**src/rtl/width_chunk_serializer_pkg.sv**
```systemverilog
`default_nettype none
// +--------------------------------------------------------------------+
// | width_chunk_pkg: beat-count rule and FSM states shared by both     |
// | sides of the lane split.                            Revision: 1.0 |
// +--------------------------------------------------------------------+
package width_chunk_pkg;

   typedef enum logic [0:0] {
      IDLE = 1'b0,
      SEND = 1'b1
   } state_e;

   // Double the beat count until every chunk fits within max_width bits.
   function automatic int num_out(input int width, input int max_width);
      int n;
      n = 1;
      while (((width + n - 1) / n) > max_width) n = n * 2;
      return n;
   endfunction

   function automatic int chunk_w(input int width, input int max_width);
      int n;
      n = num_out(width, max_width);
      return (width + n - 1) / n;
   endfunction

   function automatic int idx_w(input int width, input int max_width);
      int n;
      n = num_out(width, max_width);
      return (n > 1) ? $clog2(n) : 1;
   endfunction

endpackage
`default_nettype wire

```
**src/rtl/width_chunk_serializer_if.sv**
```systemverilog
`default_nettype none
// +--------------------------------------------------------------------+
// | width_chunk_serializer_if: word-in / chunk-out handshake bundle.   |
// |                                                    Revision: 1.0 |
// +--------------------------------------------------------------------+
interface width_chunk_serializer_if #(
   parameter int WIDTH     = 33,
   parameter int MAX_WIDTH = 11
);
   import width_chunk_pkg::*;

   localparam int CHUNK_W = chunk_w(WIDTH, MAX_WIDTH);
   localparam int IDX_W   = idx_w(WIDTH, MAX_WIDTH);

   logic               in_valid;
   logic               in_ready;
   logic [WIDTH-1:0]   in_data;
   logic               out_valid;
   logic               out_ready;
   logic [CHUNK_W-1:0] out_data;
   logic [IDX_W-1:0]   out_idx;
   logic               out_last;

   // Serializer side.
   modport slave (
      input  in_valid, in_data, out_ready,
      output in_ready, out_valid, out_data, out_idx, out_last
   );

   // Environment side: word producer and chunk consumer.
   modport master (
      output in_valid, in_data, out_ready,
      input  in_ready, out_valid, out_data, out_idx, out_last
   );

endinterface
`default_nettype wire

```
**src/rtl/width_chunk_serializer.sv**
```systemverilog
`default_nettype none
// +--------------------------------------------------------------------+
// | width_chunk_serializer: splits one WIDTH-bit word into NUM_OUT     |
// | registered chunks; WIDTH_CHUNK_SER_MSB_FIRST_EN reverses order.    |
// |                                                    Revision: 1.0 |
// +--------------------------------------------------------------------+
module width_chunk_serializer
   import width_chunk_pkg::*;
#(
   parameter int WIDTH     = 33,
   parameter int MAX_WIDTH = 11
) (
   input  wire logic              clk,
   input  wire logic              rst,
   width_chunk_serializer_if.slave bus
);

   localparam int NUM_OUT = num_out(WIDTH, MAX_WIDTH);
   localparam int CHUNK_W = chunk_w(WIDTH, MAX_WIDTH);
   localparam int IDX_W   = idx_w(WIDTH, MAX_WIDTH);
   localparam int HOLD_W  = NUM_OUT * CHUNK_W;
   localparam logic [IDX_W-1:0] c_last_idx = IDX_W'(NUM_OUT - 1);

   state_e             r_state, w_state_n;
   logic [IDX_W-1:0]   r_cnt, w_cnt_n, w_sel;
   logic [HOLD_W-1:0]  r_hold, w_hold_n;
   logic [CHUNK_W-1:0] w_chunk;
   logic               w_in_ready;

   logic               r_out_valid;
   logic [CHUNK_W-1:0] r_out_data;
   logic [IDX_W-1:0]   r_out_idx;
   logic               r_out_last;

   // r_out_last is only ever set in SEND, so this is the last-beat handoff.
   assign w_in_ready = (r_state == IDLE) || (bus.out_ready && r_out_last);

   always_comb begin
      w_state_n = r_state;
      w_cnt_n   = r_cnt;
      w_hold_n  = r_hold;
      case (r_state)
         IDLE: begin
            if (bus.in_valid && w_in_ready) begin
               w_hold_n  = HOLD_W'(bus.in_data);
               w_cnt_n   = '0;
               w_state_n = SEND;
            end
         end
         SEND: begin
            if (bus.out_ready) begin
               if (r_cnt != c_last_idx) begin
                  w_cnt_n = r_cnt + IDX_W'(1);
               end else if (bus.in_valid) begin
                  w_hold_n = HOLD_W'(bus.in_data);
                  w_cnt_n  = '0;
               end else begin
                  w_cnt_n   = '0;
                  w_state_n = IDLE;
               end
            end
         end
         default: begin
            w_cnt_n   = '0;
            w_state_n = IDLE;
         end
      endcase
   end

`ifdef WIDTH_CHUNK_SER_MSB_FIRST_EN
   assign w_sel = c_last_idx - w_cnt_n;
`else
   assign w_sel = w_cnt_n;
`endif

   // Upper pad bits of the holding register are zero, padding the top chunk.
   assign w_chunk = CHUNK_W'(w_hold_n >> (32'(w_sel) * CHUNK_W));

   always_ff @(posedge clk) begin
      if (rst) begin
         r_state     <= IDLE;
         r_cnt       <= '0;
         r_hold      <= '0;
         r_out_valid <= 1'b0;
         r_out_data  <= '0;
         r_out_idx   <= '0;
         r_out_last  <= 1'b0;
      end else begin
         r_state     <= w_state_n;
         r_cnt       <= w_cnt_n;
         r_hold      <= w_hold_n;
         r_out_valid <= (w_state_n == SEND);
         r_out_data  <= (w_state_n == SEND) ? w_chunk : '0;
         r_out_idx   <= w_cnt_n;
         r_out_last  <= (w_state_n == SEND) && (w_cnt_n == c_last_idx);
      end
   end

   assign bus.in_ready  = w_in_ready;
   assign bus.out_valid = r_out_valid;
   assign bus.out_data  = r_out_data;
   assign bus.out_idx   = r_out_idx;
   assign bus.out_last  = r_out_last;

endmodule
`default_nettype wire

```
**src/flat_wrapper.sv**
```systemverilog
// flat-port wrapper written by rule: the top's interface ports become plain ports
module width_chunk_serializer_flat import width_chunk_pkg::*;
#(
   parameter int WIDTH     = 33,
   parameter int MAX_WIDTH = 11
)
  (clk, rst, bus_in_valid, bus_in_data, bus_out_ready, bus_in_ready, bus_out_valid, bus_out_data, bus_out_idx, bus_out_last);
  width_chunk_serializer_if #(.WIDTH(WIDTH), .MAX_WIDTH(MAX_WIDTH)) bus_i ();
  input  wire logic clk;
  input  wire logic rst;
  input wire logic [$bits(bus_i.in_valid)-1:0] bus_in_valid;
  input wire logic [$bits(bus_i.in_data)-1:0] bus_in_data;
  input wire logic [$bits(bus_i.out_ready)-1:0] bus_out_ready;
  output wire logic [$bits(bus_i.in_ready)-1:0] bus_in_ready;
  output wire logic [$bits(bus_i.out_valid)-1:0] bus_out_valid;
  output wire logic [$bits(bus_i.out_data)-1:0] bus_out_data;
  output wire logic [$bits(bus_i.out_idx)-1:0] bus_out_idx;
  output wire logic [$bits(bus_i.out_last)-1:0] bus_out_last;
  assign bus_i.in_valid = bus_in_valid;
  assign bus_i.in_data = bus_in_data;
  assign bus_i.out_ready = bus_out_ready;
  assign bus_in_ready = bus_i.in_ready;
  assign bus_out_valid = bus_i.out_valid;
  assign bus_out_data = bus_i.out_data;
  assign bus_out_idx = bus_i.out_idx;
  assign bus_out_last = bus_i.out_last;
  width_chunk_serializer #(.WIDTH(WIDTH), .MAX_WIDTH(MAX_WIDTH)) u_core (.clk(clk), .rst(rst), .bus(bus_i));
endmodule
```
**config.mk**
```make
export PLATFORM = sky130hd
export DESIGN_NAME = width_chunk_serializer_flat
export DESIGN_NICKNAME = d
export VERILOG_FILES = /design/src/rtl/width_chunk_serializer_pkg.sv /design/src/rtl/width_chunk_serializer_if.sv /design/src/rtl/width_chunk_serializer.sv /design/src/flat_wrapper.sv
export SDC_FILE = /design/constraint.sdc
export NUM_CORES = 1
export LEC_CHECK = 0
export BUFFER_PORTS_ARGS = -buffer_cell sky130_fd_sc_hd__buf_2
export CAP_MARGIN = 0
export CORE_UTILIZATION = 56
export DETAILED_ROUTE_END_ITERATION = 10
export MAX_ROUTING_LAYER = met4
export PLACE_DENSITY = 0.89
export SETUP_SLACK_MARGIN = 0.15
export SLEW_MARGIN = 20
export SYNTH_ARGS = -nofsm -noshare
export SYNTH_HDL_FRONTEND = slang
export SYNTH_SLANG_ARGS = --single-unit
```
**constraint.sdc**
```tcl
create_clock -name clk -period 1.8 [get_ports clk]
set_input_delay 0.18 -clock clk [delete_from_list [all_inputs] [get_ports clk]]
set_output_delay 0.18 -clock clk [all_outputs]
set_load 0.005 [all_outputs]
```
==> flow_summary.ini <==
[placed_design]
dp.cells = 489
gp_congestion = 0.9731
port_buffers = 50
post_dp_cell_area_sq_um = 3357
dp_hpwl_um = 5955

[finish]
drive_gt1_share_pct = 35.96
fillCellCount = 331
diodes = 0
area_delta_synth_final_pct = 36.09
fin_area_sq_um = 4034
final_nets = 494
finalNonFillerCells = 526

[cts]
clkTransAtPathRegs_ps = 90
clock_path_buffers = 2
cts_sinks = 49
numCtsBuffers = 5
insertion_delay_ps = 310
cts_tree = built
hold_buffers = 0
clockRootBuffer = clkbuf_8
htreeDepth = 2

[run_status]
status = finished, violations left
violations = setup timing

[run]
cap_violations = 0

[synth]
ys_types = 44
seq_area_frac_synth_pct = 33.09
synth-edff-count = 0
synth_ff_type = dfxtp_1
syn_avg_cell_area_sq_um = 7.842
netlist_instances = 378
syn_area_sq_um = 2964
syn_nets = 416
yosysWarnings = 0
synthArstFlopShare_pct = 0
ys_ff_latch = 49

[power]
power_density_nw_per_um2 = 640.7
ir_worst_vdd_mv = 0.4960
p_leak_uw = 0.001602

[floorplanning]
ios = 51
dieArea_sq_um = 5588
start_util_pct = 58.04
core_sq_um = 5107
fp.dieW_um = 74.76
core.rowCount = 26
die_h_um = 74.76

[detailed_routing]
drt_wl_total_um = 11100
vias_per_cell = 6.774
ant_nets = 0
drcViolationCount = 0
drt-initial-drc-count = 580
via_count = 3563
wire_per_inst_um = 21.10
drt_pass1_iterations = 7

[critical_path]
cp_slowest_stage_delay_ps = 410
start_kind = flip-flop
timing.setup.critical_path_class = reg -> reg
cp_cell_sequence = buf_4, buf_12, mux2_2, a22oi_1, o21ai_1, a221o_1
reg2reg_slack_ps = -60
worstPathRequired_ps = 2000
cp_top_family = compound AO/OA/AOI/OAI gates
cp_num_buf_inv = 2
end_kind = flip-flop
cp_max_fo = 6
crit_slowest_cell = dfxtp_4
arrival_ps = 2060

[sta]
fin_skew_ps = 5.687
finalCritPeriodShare_pct = 103.2
worstMarginPinSlew_ps = 614.1
hold-worst-slack_ps = 108.7
rsz0062_at_grt = true
setup_slack_ps = -57.83
maxSlewViolCount = 0
finalHoldViolCount = 0
slew_headroom_pct = 59.01
finalSetupViolations = 2
min_period_ps = 1858
fmax_mhz = 538.3
final.setup.tns_ps = -80.16

[grt]
track_usage_pct = 35.51
grt_max_degree = 37
grt-ovfl-total = 0
grt_pass1_vias = 3030
grt_pass1_wl_um = 14400
antenna_found_initial = 0

[hold_path]
hold_path.class = in -> reg
## power by group
part	internal, uW	switching (uW)	total (uW)
clock	306	370	676
combinational	332	382	714
sequential	1140	55.1	1190
## stage by stage
step,total power [uW],util [%],setup WS (ps)
floorplan,1541,-,142.0
global placement,1714,65.73,-9.079
detailed placement,1732,65.73,-105.7
CTS,2423,70.65,83.29
global route,2668,78.98,-169.0
finish,2584,78.98,-57.83
## per-layer routing
metal  track usage, %  wire [um]  vias to the layer above
li1                 -          -                     1534
met1            41.36       4072                     1632
met2            57.26       5213                      305
met3            6.024       1119                       92
met4            21.38        692                        0
met5                -          0                        -
## worst reg2reg max path: stages (launching register included)
cell     delay [ps]
dfxtp_4         410
buf_4           160
buf_12          130
mux2_2          340
a22oi_1         230
o21ai_1         140
a221o_1         340
## cells in the mapped netlist, drive strengths merged, types with 7 or more instances
cell type   n  share of area, %
a21oi      47               8.2
a22oi      15               3.8
buf        21               4.0
clkbuf     13               1.6
dfxtp      49                33
inv        16               2.0
mux2       10               3.8
mux2i      17               5.7
nand2      85                11
nand2b      7               1.5
nor3b       7               1.8
o22ai       9               2.1
## flip-flops by register name, indices dropped and copies added (netlist names)
name / cells
u_core.bus.out_data: 9
u_core.bus.out_last: 1
u_core.r_cnt: 2
u_core.r_hold: 36
u_core.r_state: 1
## cell type report
cell class | count | area [sq um] | area share [%]
inverters | 16 | 60.06 | 1.489
flip-flops and latches | 49 | 992.2 | 24.60
multi-input cells | 280 | 1994 | 49.44
repair buffers | 104 | 813.3 | 20.16
well taps | 70 | 87.58 | 2.171
clock buffers | 7 | 86.33 | 2.140
## cell usage in the layout, fill, tap and decap left out, types with 3 or more instances in the layout
cell / synthesis / layout
buf_2: 16 / 50
nand2b_1: 7 / 6
o221ai_1: 6 / 6
nor3b_1: 7 / 7
a221oi_2: 0 / 3
a21boi_1: 5 / 6
o31ai_2: 0 / 5
o21ai_1: 1 / 4
nand2_1: 85 / 83
dfxtp_4: 0 / 3
buf_6: 1 / 8
clkbuf_16: 0 / 3
nor2_1: 5 / 4
a21oi_1: 45 / 45
o21a_1: 6 / 6
a2bb2oi_1: 6 / 6
a22oi_2: 0 / 6
mux2_2: 10 / 10
dfxtp_1: 49 / 46
a222oi_1: 6 / 6
mux2i_1: 17 / 16
clkbuf_8: 0 / 6
buf_4: 3 / 36
o22ai_1: 8 / 6
a22oi_1: 15 / 9
a22o_1: 6 / 6
inv_1: 16 / 16
buf_12: 0 / 6
## cell families (layout without fill, tap and decap cells)
| group | count (synthesis) | after routing | share of synthesized area [%] |
|---|---|---|---|
| fa+ha+maj | 1 | 1 | 0.4221 |
| flops | 49 | 49 | 33.09 |
| simple gates | 115 | 115 | 16.89 |
| mux | 27 | 27 | 9.540 |
| buf+inv | 50 | 127 | 7.640 |
| compound gates | 136 | 137 | 32.42 |
## final timing paths
path | start | endpoint | cells past startpoint
max | u_core.r_cnt[0] | u_core.bus.out_data[8] | 6
min reg2reg | u_core.r_hold[28] | u_core.r_hold[28] | 2
min | bus_in_data[28] | u_core.r_hold[28] | 3
max reg2reg | u_core.r_cnt[0] | u_core.bus.out_data[8] | 6
## what timing repair did
item	4_1_cts	5_1_grt
pin swaps	7	17
gates cloned	2	4
gates resized for setup	24	45
setup buffers	6	18
setup endpoints to repair	37	32
Note: power is estimated with default switching activity, not from simulation.
